$ cat src/rtl/sd_tag_scanner.sv
// sd_tag_scanner: requests consecutive SD blocks from sd_card starting at
// START_BLK and scans each 512-byte stream for the TAG string. It reports
// the block and offset of the last byte of the first occurrence, or reports
// a miss after MAX_BLKS blocks.
// Optional feature macro: SCAN_CASE_FOLD_EN (fold 'a'..'z' to upper case
// before matching; TAG must then be upper case).
//
// state  | meaning
// S_IDLE | waiting for start after reset
// S_REQ  | one-cycle read request for block_addr
// S_RECV | consuming the 512 bytes of the current block
// S_NEXT | decide: finish or advance to the next block
// S_DONE | result held until the next accepted start
module sd_tag_scanner #(
  parameter logic [31:0]          START_BLK = 32'h2000,
  parameter int                   MAX_BLKS  = 1024,
  parameter int                   TAG_LEN   = 9,
  parameter logic [8*TAG_LEN-1:0] TAG       = "DCL_START"
) (
  input  logic        clk,
  input  logic        reset_n,
  input  logic        init_finished,
  input  logic        start,
  output logic        rd_req,
  output logic [31:0] block_addr,
  input  logic [7:0]  sd_dout,
  input  logic        sd_valid,
  output logic        busy,
  output logic        done,
  output logic        found,
  output logic [31:0] found_blk,
  output logic [8:0]  found_off
);

  typedef enum logic [2:0] {
    S_IDLE,
    S_REQ,
    S_RECV,
    S_NEXT,
    S_DONE
  } state_t;

  state_t                 state;
  state_t                 state_nxt;
  logic [8*TAG_LEN-1:0]   shreg;
  logic [8*TAG_LEN-1:0]   shift_nxt;
  logic [8*TAG_LEN+7:0]   shift_wide;
  logic [9:0]             byte_cnt;
  logic [15:0]            blk_cnt;
  logic [7:0]             byte_in;
  logic                   launch;
  logic                   accept;
  logic                   last_byte;
  logic                   last_blk;
  logic                   tag_hit;

  // Byte conditioning, shift-register look-ahead and control decodes
  always_comb begin
    byte_in = sd_dout;
`ifdef SCAN_CASE_FOLD_EN
    if (sd_dout >= 8'h61 && sd_dout <= 8'h7A) begin
      byte_in = sd_dout - 8'h20;
    end
`endif
    // Concatenate then truncate so a single-byte tag needs no special case.
    shift_wide = {shreg, byte_in};
    shift_nxt  = shift_wide[8*TAG_LEN-1:0];
    tag_hit    = (shift_nxt == TAG);
    launch     = ((state == S_IDLE) || (state == S_DONE)) && start && init_finished;
    accept     = (state == S_RECV) && sd_valid;
    last_byte  = accept && (byte_cnt == 10'd511);
    last_blk   = (({1'b0, blk_cnt} + 17'd1) == 17'(MAX_BLKS));
  end

  // Next-state logic and the two state-decoded outputs
  always_comb begin
    state_nxt = state;
    rd_req    = 1'b0;
    busy      = 1'b0;
    case (state)
      S_IDLE: begin
        if (launch) state_nxt = S_REQ;
      end
      S_REQ: begin
        rd_req    = 1'b1;
        busy      = 1'b1;
        state_nxt = S_RECV;
      end
      S_RECV: begin
        busy = 1'b1;
        if (last_byte) state_nxt = S_NEXT;
      end
      S_NEXT: begin
        busy = 1'b1;
        // found is already registered here, including a hit on byte 511.
        if (found || last_blk) state_nxt = S_DONE;
        else                   state_nxt = S_REQ;
      end
      S_DONE: begin
        if (launch) state_nxt = S_REQ;
      end
      default: state_nxt = S_IDLE;
    endcase
  end

  // State register
  always_ff @(posedge clk) begin
    if (!reset_n) state <= S_IDLE;
    else          state <= state_nxt;
  end

  // Scan datapath: shift register, counters, block address and result
  always_ff @(posedge clk) begin
    if (!reset_n) begin
      shreg      <= '0;
      byte_cnt   <= '0;
      blk_cnt    <= '0;
      block_addr <= START_BLK;
      done       <= 1'b0;
      found      <= 1'b0;
      found_blk  <= '0;
      found_off  <= '0;
    end else begin
      if (launch) begin
        shreg      <= '0;
        byte_cnt   <= '0;
        blk_cnt    <= '0;
        block_addr <= START_BLK;
        done       <= 1'b0;
        found      <= 1'b0;
      end
      // The shift register carries across blocks so a split tag still hits.
      if (accept) begin
        shreg    <= shift_nxt;
        byte_cnt <= last_byte ? 10'd0 : byte_cnt + 10'd1;
        if (tag_hit && !found) begin
          found     <= 1'b1;
          found_blk <= block_addr;
          found_off <= byte_cnt[8:0];
        end
      end
      if (state == S_NEXT) begin
        if (found || last_blk) begin
          done <= 1'b1;
        end else begin
          block_addr <= block_addr + 32'd1;
          blk_cnt    <= blk_cnt + 16'd1;
        end
      end
    end
  end

endmodule

$ cat config.mk
export PLATFORM = sky130hd
export DESIGN_NAME = sd_tag_scanner
export DESIGN_NICKNAME = d
export VERILOG_FILES = /design/src/rtl/sd_tag_scanner.sv
export SDC_FILE = /design/constraint.sdc
export NUM_CORES = 1
export LEC_CHECK = 0
export BUFFER_PORTS_ARGS = -buffer_cell sky130_fd_sc_hd__buf_2
export CAP_MARGIN = 10
export CORE_ASPECT_RATIO = 1.5
export CORE_MARGIN = 2
export CORE_UTILIZATION = 45
export DETAILED_ROUTE_END_ITERATION = 12
export PLACE_DENSITY_LB_ADDON = 0.2
export REMOVE_ABC_BUFFERS = 1
export SKIP_CTS_REPAIR_TIMING = 1
export SYNTH_ARGS = -nofsm -noshare
export SYNTH_HDL_FRONTEND = slang
export SYNTH_SLANG_ARGS = --single-unit
$ cat constraint.sdc
create_clock -name clk -period 3.6 [get_ports clk]
set_clock_uncertainty 0.05 [all_clocks]
set_input_delay 0.18 -clock clk [delete_from_list [all_inputs] [get_ports clk]]
set_output_delay 0.18 -clock clk [all_outputs]
set_load 0.01 [all_outputs]
==> metrics.txt, run 1 <==
status=finished with violations; violated checks=negative hold slack; Post-Layout Inst Area=8245 sq um; drt pass-1 iters=8; commonest cells in the netlist=dfxtp_1 (168), nor2_1 (144), a22oi_1 (64); row cnt=56; layout cell share with drive strength beyond 1=between 10% and 20%; total die area=~17,000 sq um; critical path fanouts, max=19; initial DRC count=between 200 and 300; Max Slew Vio Count=0; Chip Height=158.4 um; Worst IR Drop VDD=0.2959 mV; first-pass GRT wire length=28.64 mm; WL/cell=approximately 16 um; GRT Overall Usage=between 20% and 30%; startpoint types=register; register bit count reported by yosys=approximately 170; Post-DRT Antenna Nets=0; cell area after synthesis=between 7000 and 8000 sq um; Critical Path AT=3240 ps; Final Worst Setup Slack=635.7 ps; post-synth top area cell=dfxtp_1; later-pin clock latency in the skew report=about 420 ps; Post-DP Area=around 7700 sq um; Layout area overhead=15.35%; final critical-path share of the clock period=between 80% and 90%; Crit-path slowest cell=nor2_2; # DRC=0; # diodes=0; Setup Viol. Count Final=0; gpl congestion=roughly 0.86; Worst setup EP type=register; initial antenna violation count=0; critical path's largest stage delay=700 ps; GRT Residual Overflow=0; Slew HR=34.80%; clk root buf=clkbuf_16; die span in x=about 110 um; WL final=17.75 mm; Crit Path Category=register to register; fillcell total=~1,500; leakage=around 3.3 nW; initial cell density of the core=between 40 and 50%; final core utilization=a little over half; htree depth=4; most frequent cell after synthesis=dfxtp_1; Fin Setup TNS=0 ps; Power, Total=3.772 mW; CTS sink count=roughly 170; CTS tree=built; endpoints failing hold=6; vias per cell=approximately 5.6; Yosys warnings=0; register area=3363 sq um; DP Cell Count=1,057; Top FF cell, synth=dfxtp_1; final non-filler cell total=1,089; WP data required=just under 4000 ps; Netlist cell types=slightly above 60; Net count, final=approximately 890; largest net degree at the start of global routing=76; Top Ports=90; Hold Crit Class=input port to register; number of global-route vias before repair=about 5,700; clk slew on worst S/H paths=roughly 70 ps; Final min period=between 2000 and 3000 ps; Syn Area/Cell=roughly 9 sq um; RSZ-0062 raised after global routing=false; Hold Slack=-26.10 ps; worst-margin pin slew=972.8 ps; core box area=about 16,000 sq um; asr flop ratio synth=0%; total CTS buffers=17; area share of the largest cell type after synthesis=between 40% and 50%; Synth area leaders=dfxtp_1 (47%), nor2_1 (7.6%), mux2i_1 (6.9%); Vias=between 6,000 and 7,000; DPL Wire Length=between 10 and 15 mm; worst path cell trace=nand4_1, nor4_2, mux2_4, a2111oi_4, nor2_2, nand2_1, o31ai_1; area of the multi-input gates=3452 sq um; pre-CTS WS=~660 ps; fmax=approximately 0.34 GHz; sequential-to-total area share from yosys stat=a little under half; Post-Synthesis Cells=between 800 and 900; max_cap viols=0; Post-synth EDFFs=0; power per cell area=around 460 nW/um^2; IO Port Bufs=89; maximum clock insertion buffer count=2
==> cells by family (layout without fill, tap and decap cells) <==
group                    Yosys count  in the layout  share of synthesized area (%)
multiplexers                      50             50                          7.072
adder cells (fa/ha/maj)            3              3                         0.5252
AO/OA/AOI/OAI                    164            164                          15.51
flip-flops                       168            168                          47.05
XOR/XNOR                          17             17                          2.083
AND/OR/NAND/NOR                  341            341                          22.97
buffers and inverters             65            143                          4.796
==> worst paths after layout <==
| kind | from | to | slack (ps) | cells past startpoint |
|---|---|---|---|---|
| max | blk_cnt[0] | block_addr[30] | 640 | 7 |
| max reg2reg | blk_cnt[0] | block_addr[30] | 640 | 7 |
| min | sd_dout[1] | shreg[1] | -30 | 3 |
| min reg2reg | shreg[6] | shreg[6] | 430 | 2 |
==> area by class of cell <==
| class | count | area share, % |
|---|---|---|
| inverters | 10 | 0.4856 |
| well taps | 203 | 3.080 |
| multi-input cells | 575 | 41.87 |
| clock buffers | 19 | 5.372 |
| repair buffers | 103 | 6.889 |
| clock inverters | 11 | 1.517 |
| flip-flops and latches | 168 | 40.79 |
==> critical path: cells and delay by family (launching register included) <==
kind             cells  cell delay [ps]
AND/OR/NAND/NOR      4             1790
flip-flops           1              430
AO/OA/AOI/OAI        2              370
multiplexers         1              240
==> sequential cells by signal, summed over array words and instances, names as in the netlist <==
register	cells
shreg	64
block_addr	32
found_blk	32
blk_cnt	16
byte_cnt	10
found_off	9
state	3
done	1
found	1
==> power breakdown <==
group | total (mW) | switching (mW) | internal, mW
registers | 1.87 | 0.00514 | 1.86
logic | 0.128 | 0.0964 | 0.0318
clock network | 1.78 | 0.743 | 1.03
total | 3.77 | 0.845 | 2.93
==> layout by cell type (no fill, tap or decap), types with 3 or more instances in the layout <==
cell and n:
o21ai_1 13, inv_1 9, or3_1 8, nor2_1 143
mux2i_1 49, nand3b_1 5, buf_4 11, a21oi_1 33
a31oi_1 4, dfxtp_1 168, xor2_1 5, ha_1 3
nand2b_1 3, buf_2 89, nor4bb_1 5, nand2_1 58
nor3b_1 3, nand3_1 32, nor2b_1 3, clkinv_2 3
and3_1 12, xnor2_1 12, nand4b_1 4, o22ai_1 3
nand4_1 15, nor4b_1 4, nor4_1 17, clkinv_4 3
o21ai_0 26, nor3_1 16, clkbuf_16 17, a22oi_1 64
==> layer usage <==
| metal | global-route usage (%) | share of wire, % | vias to the layer above |
|---|---|---|---|
| met1 | 25.56 | 43 | 2967 |
| met4 | 6.865 | 1.8 | 0 |
| met5 | 0 | 0 | - |
| met3 | 4.707 | 3.6 | 25 |
| li1 | - | - | 3032 |
| met2 | 37.19 | 52 | 119 |
Power figures use the tool's default switching activity.
==> run 2: changes to the inputs <==
clock period = 2.51 ns   (was 3.6 ns; I/O delays follow)
==> run 2 against run 1 <==
  * The flow finishes with violations (negative setup slack)
  * Clock-buffer cell count unchanged
  * Cell area increased by 11%
  * Non-clock buffer count increased by 78
  * Total power increased by 49%
  * Worst setup slack got worse by 700 ps
  * Critical path type unchanged
  * Maximum frequency increased by 15%
  * Critical path depth increased by 2
  * Utilization increased by 5.6 points
  * Sequential cell count unchanged
  * Via count increased by 5.1%
  * Combinational power increased by 78%
  * Global-route usage increased by 0.88 points
==> metrics.txt, run 2 (synthesis results as in run 1) <==
status=finished with violations; violated checks=negative setup slack; clk slew on worst S/H paths=roughly 60 ps; CTS sink count=roughly 170; core box area=between 15,000 and 20,000 sq um; total CTS buffers=17; critical path fanouts, max=6; R2R cell count=9; vias per cell=5.525; leakage=between 3 and 4 nW; Slew HR=between 50% and 60%; Post-DP Area=slightly above 8000 sq um; layout cell share with drive strength beyond 1=between 20 and 30%; WL final=about 19 mm; fmax=0.3889 GHz; Max Slew Vio Count=0; HP Start=init_finished; largest net degree at the start of global routing=70; DP Cell Count=about 1,100; Final min period=between 2000 and 3000 ps; power per cell area=roughly 620 nW/um^2; drt pass-1 iters=5; GRT Overall Usage=around 22%; Top Ports=90; Setup Viol. Count Final=9; register area=3372 sq um; clk root buf=clkbuf_16; final non-filler cell total=around 1,200; reg2reg start=blk_cnt[0]; Layout area overhead=27.52%; largest reg by FF count=shreg; htree depth=4; fillcell total=1,397; Hold Crit Class=input port to register; DPL Wire Length=~13 mm; Chip Height=~160 um; Critical Path AT=2800 ps; Post-Layout Inst Area=between 9000 and 10,000 sq um; R2R Path End=block_addr[13]; endpoints failing hold=0; switching portion of total power=22.78%; total die area=between 15,000 and 20,000 sq um; later-pin clock latency in the skew report=between 400 and 500 ps; WL/cell=between 15 and 20 um; final core utilization=58.34%; IO Port Bufs=approximately 90; hold endpoint=state[2]; number of global-route vias before repair=roughly 5,900; Power, Total=between 5 and 6 mW; initial cell density of the core=between 40 and 50%; startpoint types=register; register share of total power=a little under half; Post-DRT Antenna Nets=0; area of the multi-input gates=3585 sq um; Clock Power Share=between 40% and 50%; RSZ-0062 raised after global routing=true; first-pass GRT wire length=roughly 29 mm; gpl congestion=0.8570; Vias=6,459; R2R Setup Slk=-60 ps; maximum clock insertion buffer count=2; Internal=4.348 mW; leading cell type in the layout, fill and taps excluded=dfxtp_1; Gate power share=around 4.1%; Worst setup EP type=register; Regs by FF count=shreg (64), block_addr (32), found_blk (32); row cnt=56; WP data required=2740 ps; initial antenna violation count=0; GRT Residual Overflow=0; die span in x=roughly 110 um; # diodes=0; Psw=1.283 mW; worst-margin pin slew=about 720 ps; max reg flops=64; # DRC=0; Crit Path Category=register to register; max_cap viols=0; Net count, final=969; Worst IR Drop VDD=0.3876 mV; CTS tree=built; Final Worst Setup Slack=-61.31 ps; final critical-path share of the clock period=102.4%; highest-count cells in the layout ignoring fill and taps=dfxtp_1 (163), nor2_1 (143), buf_2 (89), buf_4 (70), a22oi_1 (64); hold path cells=4; Fin Setup TNS=-333.2 ps; initial DRC count=~300
run 2: changes by cell type in the layout (fill, tap and decap cells not counted), sizes merged:
cell         delta
bufinv          +1
clkinv          -3
dlygate4sd3     +6
buf            +72
inv             +3
clkinvlp        +1
run 2: worst max-delay path by stage:
stage	start	end	slack (ps)
3_5_place_dp	shreg[39]	found_blk[1]	-180
4_1_cts	shreg[39]	found_blk[1]	-190
2_1_floorplan	state[0]	found_blk[0]	-1730
3_3_place_gp	shreg[12]	found_off[5]	-130
6_report	blk_cnt[0]	block_addr[13]	-60
5_1_grt	blk_cnt[0]	block_addr[10]	-140
run 2: power by group through the flow:
| stage | clock network (mW) | registers [mW] | logic, mW |
|---|---|---|---|
| detailed placement | 0 | 2.73 | 0.212 |
| global route | 2.88 | 2.67 | 0.248 |
| global placement | 0 | 2.73 | 0.213 |
| finish | 2.73 | 2.67 | 0.228 |
| floorplan | 0 | 2.74 | 0.106 |
| CTS | 2.77 | 2.67 | 0.212 |
run 2: area by class of cell:
cell class	instances	area share, %
clock buffers	19	4.859
multi-input cells	575	39.33
flip-flops and latches	168	36.99
inverters	10	0.4393
well taps	203	2.787
clock inverters	13	1.853
repair buffers	181	13.74
run 2: through the flow:
step	hold WS [ps]	worst slack, ps
after floorplan	213.8	-1729
after global placement	348.5	-130.8
after detailed placement	357.1	-175.1
after CTS	-88.47	-187.7
after global routing	48.67	-136.7
final	24.31	-61.31
run 2: critical path: stages (launching register included):
cell and delay, ps:
dfxtp_2 350, buf_6 110, nand3_2 70, or4_1 500, a22o_1 230, a2111oi_4 370, buf_6 200, nor2_4 80
a2111oi_4 380, a41oi_1 80
run 2: per-layer routing:
metal	track usage, %	wire length [um]	vias to the layer above
met1	26.80	7666	3098
li1	-	-	3193
met5	0	0	-
met2	38.70	10050	145
met4	8.534	345	0
met3	3.725	743	23
